File: src/rtl/mem_bist_pkg.sv
// Shared types and helpers for the memory self-test sequencer.
// Optional feature macro: MEM_BIST_FAIL_LOG_EN (first-miscompare capture).
package mem_bist_pkg;

  localparam int ADDR_W_DEF = 5;
  localparam int DATA_W_DEF = 8;
  localparam int RD_LAT_DEF = 1;

  typedef enum logic [2:0] {
    IDLE    = 3'd0,
    CLR_WR  = 3'd1,
    CLR_RD  = 3'd2,
    CLR_DRN = 3'd3,
    DA_WR   = 3'd4,
    DA_RD   = 3'd5,
    DA_DRN  = 3'd6,
    DONE    = 3'd7
  } bist_state_t;

  typedef enum logic {
    PH_CLR = 1'b0,
    PH_DA  = 1'b1
  } bist_phase_t;

  // Test pattern for a location; callers truncate to their data width.
  function automatic logic [31:0] pattern(input bist_phase_t phase, input logic [31:0] addr);
    return (phase == PH_DA) ? addr : 32'd0;
  endfunction

endpackage

File: src/rtl/mem_bist_if.sv
// Memory bus between the self-test sequencer (master) and the 32x8 memory (slave).
// Optional feature macro: MEM_BIST_FAIL_LOG_EN (not used here).
//
// Strobe semantics: there is no ready; the memory accepts every strobe. A cycle with
// write=1 stores data_in at addr. A cycle with read=1 presents addr, and data_out holds
// that location's data RD_LAT cycles later. read and write are never both 1, and addr /
// data_in are 0 in any cycle where neither strobe is asserted.
interface mem_bist_if #(
  parameter int ADDR_W = 5,
  parameter int DATA_W = 8
);
  logic              read;
  logic              write;
  logic [ADDR_W-1:0] addr;
  logic [DATA_W-1:0] data_in;
  logic [DATA_W-1:0] data_out;

  modport master (output read, write, addr, data_in, input data_out);
  modport slave  (input read, write, addr, data_in, output data_out);
endinterface

File: src/rtl/mem_bist_chk.sv
// Read-data checker: delays expected data by the memory read latency, compares
// against data_out, keeps a saturating miscompare count.
// Optional feature macro: MEM_BIST_FAIL_LOG_EN adds first-miscompare capture.
module mem_bist_chk
  import mem_bist_pkg::*;
#(
  parameter int ADDR_W = ADDR_W_DEF,
  parameter int DATA_W = DATA_W_DEF,
  parameter int RD_LAT = RD_LAT_DEF
) (
  input  logic              clk,
  input  logic              rst_n,
  input  logic              clear,
  input  logic              flush,
  input  logic              chk_vld,
  input  logic [DATA_W-1:0] chk_exp,
  input  logic [DATA_W-1:0] data_out,
`ifdef MEM_BIST_FAIL_LOG_EN
  input  logic [ADDR_W-1:0] chk_addr,
  output logic              fail_vld,
  output logic [ADDR_W-1:0] fail_addr,
  output logic [DATA_W-1:0] fail_data,
`endif
  output logic [7:0]        err_cnt
);

  logic [RD_LAT-1:0] vld_pipe;
  logic [DATA_W-1:0] exp_pipe [RD_LAT];
  logic              miss;

  // A discarded (flushed) check never counts, even if its data is on the bus now.
  assign miss = vld_pipe[RD_LAT-1] && (data_out != exp_pipe[RD_LAT-1]) && !flush;

  // Expected-data pipeline, aligned with the memory read latency.
  always_ff @(posedge clk or negedge rst_n) begin
    if (!rst_n) begin
      vld_pipe <= '0;
      for (int j = 0; j < RD_LAT; j++) exp_pipe[j] <= '0;
    end else if (flush) begin
      vld_pipe <= '0;
    end else begin
      vld_pipe[0] <= chk_vld;
      exp_pipe[0] <= chk_exp;
      for (int j = 1; j < RD_LAT; j++) begin
        vld_pipe[j] <= vld_pipe[j-1];
        exp_pipe[j] <= exp_pipe[j-1];
      end
    end
  end

  // Saturating miscompare counter, zeroed when a new test is launched.
  always_ff @(posedge clk or negedge rst_n) begin
    if (!rst_n)                         err_cnt <= 8'd0;
    else if (clear)                     err_cnt <= 8'd0;
    else if (miss && err_cnt != 8'hFF)  err_cnt <= err_cnt + 8'd1;
  end

`ifdef MEM_BIST_FAIL_LOG_EN
  logic [ADDR_W-1:0] addr_pipe [RD_LAT];

  // Address pipeline so a miscompare can be tied back to its location.
  always_ff @(posedge clk or negedge rst_n) begin
    if (!rst_n) begin
      for (int j = 0; j < RD_LAT; j++) addr_pipe[j] <= '0;
    end else begin
      addr_pipe[0] <= chk_addr;
      for (int j = 1; j < RD_LAT; j++) addr_pipe[j] <= addr_pipe[j-1];
    end
  end

  // Capture only the first miscompare since the last launch.
  always_ff @(posedge clk or negedge rst_n) begin
    if (!rst_n) begin
      fail_vld  <= 1'b0;
      fail_addr <= '0;
      fail_data <= '0;
    end else if (clear) begin
      fail_vld  <= 1'b0;
      fail_addr <= '0;
      fail_data <= '0;
    end else if (miss && !fail_vld) begin
      fail_vld  <= 1'b1;
      fail_addr <= addr_pipe[RD_LAT-1];
      fail_data <= data_out;
    end
  end
`endif

endmodule

File: src/rtl/mem_bist_ctrl.sv
// Memory self-test sequencer: Clear test then Data=Address test over every location,
// reporting a saturating miscompare count and pass/fail.
// Optional feature macro: MEM_BIST_FAIL_LOG_EN adds fail_vld/fail_addr/fail_data.
module mem_bist_ctrl
  import mem_bist_pkg::*;
#(
  parameter int ADDR_W = ADDR_W_DEF,
  parameter int DATA_W = DATA_W_DEF,
  parameter int RD_LAT = RD_LAT_DEF
) (
  input  logic              clk,
  input  logic              rst_n,
  input  logic              start,
  input  logic              abort,
  output logic              busy,
  output logic              done,
  output logic              pass,
  output logic [7:0]        err_cnt,
`ifdef MEM_BIST_FAIL_LOG_EN
  output logic              fail_vld,
  output logic [ADDR_W-1:0] fail_addr,
  output logic [DATA_W-1:0] fail_data,
`endif
  output bist_state_t       state,
  mem_bist_if.master        mem
);

  localparam int                DEPTH     = 1 << ADDR_W;
  localparam logic [ADDR_W-1:0] LAST_ADDR = ADDR_W'(DEPTH - 1);
  localparam logic [ADDR_W-1:0] LAST_DRN  = ADDR_W'(RD_LAT - 1);

  bist_state_t       state_q, state_d;
  logic [ADDR_W-1:0] idx_q, idx_d;
  logic              pass_q;
  logic              rd, wr;
  bist_phase_t       phase;
  logic [DATA_W-1:0] pat;
  logic              launch, quit;

  // Abort beats start in IDLE; abort elsewhere drops the run without a done pulse.
  assign launch = (state_q == IDLE) && start && !abort;
  assign quit   = (state_q != IDLE) && abort;

  // State and location/drain counter register.
  always_ff @(posedge clk or negedge rst_n) begin
    if (!rst_n) begin
      state_q <= IDLE;
      idx_q   <= '0;
    end else begin
      state_q <= state_d;
      idx_q   <= idx_d;
    end
  end

  // Next state, counter and strobes. The counter walks locations in *_WR/*_RD and
  // counts drain cycles in *_DRN, restarting at 0 on every phase change.
  always_comb begin
    state_d = state_q;
    idx_d   = idx_q;
    rd      = 1'b0;
    wr      = 1'b0;
    phase   = PH_CLR;
    case (state_q)
      IDLE: begin
        if (launch) begin
          state_d = CLR_WR;
          idx_d   = '0;
        end
      end
      CLR_WR, DA_WR: begin
        wr    = 1'b1;
        phase = (state_q == DA_WR) ? PH_DA : PH_CLR;
        if (idx_q == LAST_ADDR) begin
          state_d = (state_q == DA_WR) ? DA_RD : CLR_RD;
          idx_d   = '0;
        end else begin
          idx_d = idx_q + 1'b1;
        end
      end
      CLR_RD, DA_RD: begin
        rd    = 1'b1;
        phase = (state_q == DA_RD) ? PH_DA : PH_CLR;
        if (idx_q == LAST_ADDR) begin
          state_d = (state_q == DA_RD) ? DA_DRN : CLR_DRN;
          idx_d   = '0;
        end else begin
          idx_d = idx_q + 1'b1;
        end
      end
      CLR_DRN, DA_DRN: begin
        if (idx_q == LAST_DRN) begin
          state_d = (state_q == DA_DRN) ? DONE : DA_WR;
          idx_d   = '0;
        end else begin
          idx_d = idx_q + 1'b1;
        end
      end
      DONE: begin
        state_d = IDLE;
      end
      default: begin
        state_d = IDLE;
      end
    endcase
    if (quit) begin
      state_d = IDLE;
      idx_d   = '0;
    end
  end

  assign pat         = DATA_W'(pattern(phase, 32'(idx_q)));
  assign mem.read    = rd;
  assign mem.write   = wr;
  assign mem.addr    = (rd || wr) ? idx_q : '0;
  assign mem.data_in = wr ? pat : '0;

  // Pass verdict latched on the done cycle, cleared on launch, kept across abort.
  always_ff @(posedge clk or negedge rst_n) begin
    if (!rst_n)                 pass_q <= 1'b0;
    else if (launch)            pass_q <= 1'b0;
    else if (state_q == DONE)   pass_q <= (err_cnt == 8'd0);
  end

  assign busy  = (state_q != IDLE);
  assign done  = (state_q == DONE);
  assign pass  = (state_q == DONE) ? (err_cnt == 8'd0) : pass_q;
  assign state = state_q;

  mem_bist_chk #(
    .ADDR_W (ADDR_W),
    .DATA_W (DATA_W),
    .RD_LAT (RD_LAT)
  ) u_chk (
    .clk      (clk),
    .rst_n    (rst_n),
    .clear    (launch),
    .flush    (quit),
    .chk_vld  (rd),
    .chk_exp  (pat),
    .data_out (mem.data_out),
`ifdef MEM_BIST_FAIL_LOG_EN
    .chk_addr (idx_q),
    .fail_vld (fail_vld),
    .fail_addr(fail_addr),
    .fail_data(fail_data),
`endif
    .err_cnt  (err_cnt)
  );

endmodule

File: src/flat_wrapper.sv
// flat-port wrapper written by rule: the top's interface ports become plain ports
module mem_bist_ctrl_flat import mem_bist_pkg::*;
#(
  parameter int ADDR_W = ADDR_W_DEF,
  parameter int DATA_W = DATA_W_DEF,
  parameter int RD_LAT = RD_LAT_DEF
)
  (clk, rst_n, start, abort, busy, done, pass, err_cnt, state, mem_read, mem_write, mem_addr, mem_data_in, mem_data_out);
  mem_bist_if #(.ADDR_W(ADDR_W), .DATA_W(DATA_W)) mem_i ();
  input  logic clk;
  input  logic rst_n;
  input  logic start;
  input  logic abort;
  output logic busy;
  output logic done;
  output logic pass;
  output logic [7:0] err_cnt;
  output bist_state_t state;
  output wire logic [$bits(mem_i.read)-1:0] mem_read;
  output wire logic [$bits(mem_i.write)-1:0] mem_write;
  output wire logic [$bits(mem_i.addr)-1:0] mem_addr;
  output wire logic [$bits(mem_i.data_in)-1:0] mem_data_in;
  input wire logic [$bits(mem_i.data_out)-1:0] mem_data_out;
  assign mem_read = mem_i.read;
  assign mem_write = mem_i.write;
  assign mem_addr = mem_i.addr;
  assign mem_data_in = mem_i.data_in;
  assign mem_i.data_out = mem_data_out;
  mem_bist_ctrl #(.ADDR_W(ADDR_W), .DATA_W(DATA_W), .RD_LAT(RD_LAT)) u_core (.clk(clk), .rst_n(rst_n), .start(start), .abort(abort), .busy(busy), .done(done), .pass(pass), .err_cnt(err_cnt), .state(state), .mem(mem_i));
endmodule
File: config.mk
export PLATFORM = sky130hd
export DESIGN_NAME = mem_bist_ctrl_flat
export DESIGN_NICKNAME = d
export VERILOG_FILES = /design/src/rtl/mem_bist_pkg.sv /design/src/rtl/mem_bist_if.sv /design/src/rtl/mem_bist_chk.sv /design/src/rtl/mem_bist_ctrl.sv /design/src/flat_wrapper.sv
export SDC_FILE = /design/constraint.sdc
export NUM_CORES = 1
export LEC_CHECK = 0
export ABC_CLOCK_PERIOD_IN_PS = 1750
export CELL_PAD_IN_SITES_DETAIL_PLACEMENT = 2
export CELL_PAD_IN_SITES_GLOBAL_PLACEMENT = 2
export CORE_ASPECT_RATIO = 1.5
export CORE_MARGIN = 4
export CORE_UTILIZATION = 25
export CTS_CLUSTER_SIZE = 30
export DETAILED_ROUTE_END_ITERATION = 10
export PLACE_DENSITY = 0.72
export SYNTH_ARGS = -nofsm -noshare
export SYNTH_HDL_FRONTEND = slang
export SYNTH_SLANG_ARGS = --single-unit
File: constraint.sdc
create_clock -name clk -period 1.75 [get_ports clk]
set_input_delay 0.35 -clock clk [delete_from_list [all_inputs] [get_ports clk]]
set_output_delay 0.35 -clock clk [all_outputs]
set_load 0.05 [all_outputs]
==> implementation parameters <==
Parameter                              Value

Clocking
  TritonCTS clock tree ... done
  Post-cts hold buffer count ... 0
  Clock-pin slew on the worst setup and hold paths ... 0.10 ns
  Number of buffers created by CTS ... 3
  Clock Path Buffers ... 2
  Number of sinks handled by clock tree synthesis ... 23
  H-tree depth reported by CTS ... 1
  Clock insertion delay at the later pin of the skew report ... 0.28 ns
  Clk root buf ... clkbuf_8

Timing
  Sum Neg Setup Slack ... -5.014 ns
  Unrepaired setup endpoints after global routing ... true
  Setup violators final ... 37
  Remaining max-slew budget at the tightest pin ... 66.98%
  Minimum period implied by the final worst setup slack ... 1.999 ns
  Setup WS post-layout ... -0.2493 ns
  Maximum clock frequency ... 500.2 MHz
  Slew at the pin with the worst max-slew slack ... 0.4907 ns
  Worst clock skew ... 0.008166 ns
  Max-slew violation count ... 0
  Portion of the clock cycle consumed by the worst path in the final layout ... 114.2%
  Final-report hold violation count ... 0

Synth
  Proportion of synthesized chip area in sequential cells ... 35.47%
  Fraction of the mapped netlist area in adder cells ... 9.252%
  Most repeated cell in the gate-level netlist after synthesis ... dfrtp_1
  Share of synthesized cell area in and, or, nand and nor gates ... 25.91%
  Count of mapped cells out of synthesis ... 186
  Portion of synthesized cell area occupied by the leading cell type ... 35.47%
  Cell area after synthesis ... 1623 µm²
  Area fraction in compound gates after synthesis ... 19.81%
  Flop and latch count out of synthesis ... 23
  Average cell area after synthesis ... 8.725 µm²
  YS warnings ... 0
  Commonest cells post-synth ... 23 x dfrtp_1, 19 x nand2_1, 12 x a21oi_1, 12 x ha_1, 12 x inv_1
  Count of different cell masters after synthesis ... 44
  Number of enable flip-flop cells after synthesis ... 0
  Fraction of synthesis flops using an asynchronous set or reset pin ... 100.0%
  Top flip-flop cell by instance count after synthesis ... dfrtp_1
  Synth area leaders ... dfrtp_1 35%, ha_1 9.3%, nand2_1 4.4%, and2_1 3.9%, a21oi_1 3.7%
  Xor and xnor area share after synthesis ... 2.699%
  Dominant combinational cell family by area after synthesis ... simple AND/OR/NAND/NOR gates
  Biggest area consumer among synthesized cells ... dfrtp_1
  Share of synthesized area spent on multiplexers ... 0.6168%

GRT
  Number of global-route vias before repair ... 2,257
  Wire length of the first global-routing pass ... 12,550 µm
  Maximum number of pins on one net before global-route repair ... 24
  Overall overflow remaining after global route ... 0
  Number of antenna violations at the first check in global routing ... 0
  Overall Global Routing Usage ... 21.19%

Detailed routing
  Number of iterations in the first detailed-routing pass ... 4
  Post-detailed-route DRC marker count ... 0
  Final routed wire length divided by cell count ... 22.23 µm
  Ratio of routed vias to standard cells ... 5.210
  Total Routed Length ... 8159 µm
  Number of design-rule violations left by the first detailed-router iteration ... 59
  Post-DRT Antenna Nets ... 0
  Total via count in the routed design ... 1,912

Worst hold path
  Worst min path class ... primary input to async pin

Placed design
  Hpwl dp ... 4840 µm
  Post-placement worst setup slack ... -0.4696 ns
  I/O Buffers ... 37
  Placed insts ... 344
  Final RePlAce weighted congestion ... 0.7579

Setup path
  Required @ worst endpoint ... 1.40 ns
  Critical Path Sink Type ... output pin
  Crit Reg-Reg Endpoint ... u_core.idx_q[3]
  CP Class ... flop to output pin
  Cell-by-cell listing of the critical path ... buf_6 -> ha_4 -> a21oi_4 -> nand2_4 -> and2_4 -> buf_12
  Reg2Reg Setup Slack ... -0.21 ns
  Worst path slowest cell ... dfrtp_2
  Critical register-to-register path startpoint ... u_core.state[0]
  Startpoint types ... flop
  Top fanout value on the critical path ... 4
  Data arrival time of the worst path ... 1.65 ns
  FF-to-FF path depth ... 9
  Largest stage delay on the critical path ... 0.45 ns

Power
  Leakage ... 0.001444 µW
  Power per Cell Area ... 1271 nW/µm²
  Worst voltage drop across the vdd grid ... 0.8228 mV

Finish
  Footprint of the multi-input gates ... 1400 µm²
  Fill cells ... 626
  Seq. cell area ... 585.6 µm²
  Fin nets ... 318
  Area added between synthesis and finish ... 100.0%
  Number of antenna cells inserted ... 0
  Layout cell share with drive strength beyond 1 ... 60.41%
  Final standard cell count with taps included and fillers excluded ... 367

Die
  Starting density of the core ... 26.10%
  Area of the die ... 7871 µm²
  Height of the die ... 106.7 µm
  Cell row count ... 35
  Number of primary I/O pins ... 41
  Width of the die ... 73.79 µm
  Core area ... 6218 µm²

Outcome
  Run status ... finished, violations left
  Violated checks ... setup timing

Flow run
  Max_cap viols ... 0
-- metal layers --
metal	track usage [%]	vias up	wire, µm	share of wire [%]
li1	-	880	-	-
met1	21.47	962	2758	34
met2	41.50	47	4820	59
met3	1.595	23	206	2.5
met4	9.845	0	373	4.6
met5	0	-	0	0
-- worst max-delay path: cells and delay by family (launching register included) --
family                     cells  cell delay (ns)
DFF                            1             0.45
buffers and inverters          2             0.27
and+or+nand+nor                2             0.27
AOI/OAI and AO/OA              1             0.21
adders and majority gates      1             0.16
-- power by group --
| part | leakage (µW) | switching [µW] | internal (µW) |
|---|---|---|---|
| Sequential | 0.000304 | 66.0 | 604 |
| Combinational | 0.00111 | 1630 | 1460 |
| Clock | 0.0000255 | 202 | 160 |
-- flip-flops by register name (all words and copies together), names as in the netlist --
signal and count:
u_core.state 3, u_core.u_chk.vld_pipe 1, u_core.u_chk.exp_pipe 5, u_core.u_chk.err_cnt 8
u_core.pass_q 1, u_core.idx_q 5
-- area by class of cell --
cell class / count / area share (%)
repair buffers: 109 / 33.00
clock buffers: 3 / 1.272
well taps: 74 / 2.853
inverters: 12 / 1.542
clock inverters: 1 / 0.1542
multi-input cells: 145 / 43.14
flip-flops and latches: 23 / 18.04
-- layout by cell type (no fill, tap or decap), types with 6 or more instances in the layout --
cell type / instances
buf_12: 13
buf_4: 70
nand3_1: 7
nand2_1: 15
nor2_1: 6
and2_4: 10
dfrtp_2: 8
dfrtp_1: 15
ha_4: 8
clkdlybuf4s50_1: 7
a21oi_1: 7
buf_6: 12
-- stage by stage --
stage	util [%]	total power, µW	cell area, µm²	hold WS [ns]
after floorplan	-	1908	1818	0.05441
after global placement	43.80	2849	2724	0.5220
after detailed placement	43.80	2907	2724	0.5220
after CTS	50.54	3816	3143	0.4394
after global routing	52.19	4347	3246	0.4794
final	52.19	4127	3246	0.4303
-- cell families (layout without fill, tap and decap cells) --
family                     after synthesis  count (layout)
AOI/OAI and AO/OA                       46              46
xor gates and xnor gates                 5               5
adders and majority gates               12              12
buffers and inverters                   20             125
DFF                                     23              23
muxes                                    1               1
other                                    1               3
and+or+nand+nor                         78              78
-- worst max path at each step --
stage / cells after the start / slack, ns / start / to
3_3_place_gp: 8 / -0.36 / mem_data_out[2] / u_core.u_chk.err_cnt[4]
6_report: 6 / -0.25 / u_core.state[0] / mem_addr[4]
4_1_cts: 6 / -0.24 / u_core.state[0] / mem_addr[4]
2_1_floorplan: 8 / -0.18 / u_core.state[1] / u_core.idx_q[3]
3_5_place_dp: 8 / -0.47 / mem_data_out[1] / u_core.u_chk.err_cnt[2]
5_1_grt: 9 / -0.32 / u_core.state[0] / u_core.idx_q[3]
-- timing repair --
action	CTS	global route
endpoints found under the setup margin	31	36
cloned	0	0
pin swaps	18	8
resized for setup	67	17
buffers inserted	14	6
No activity file was read; power rests on OpenSTA's default activity.
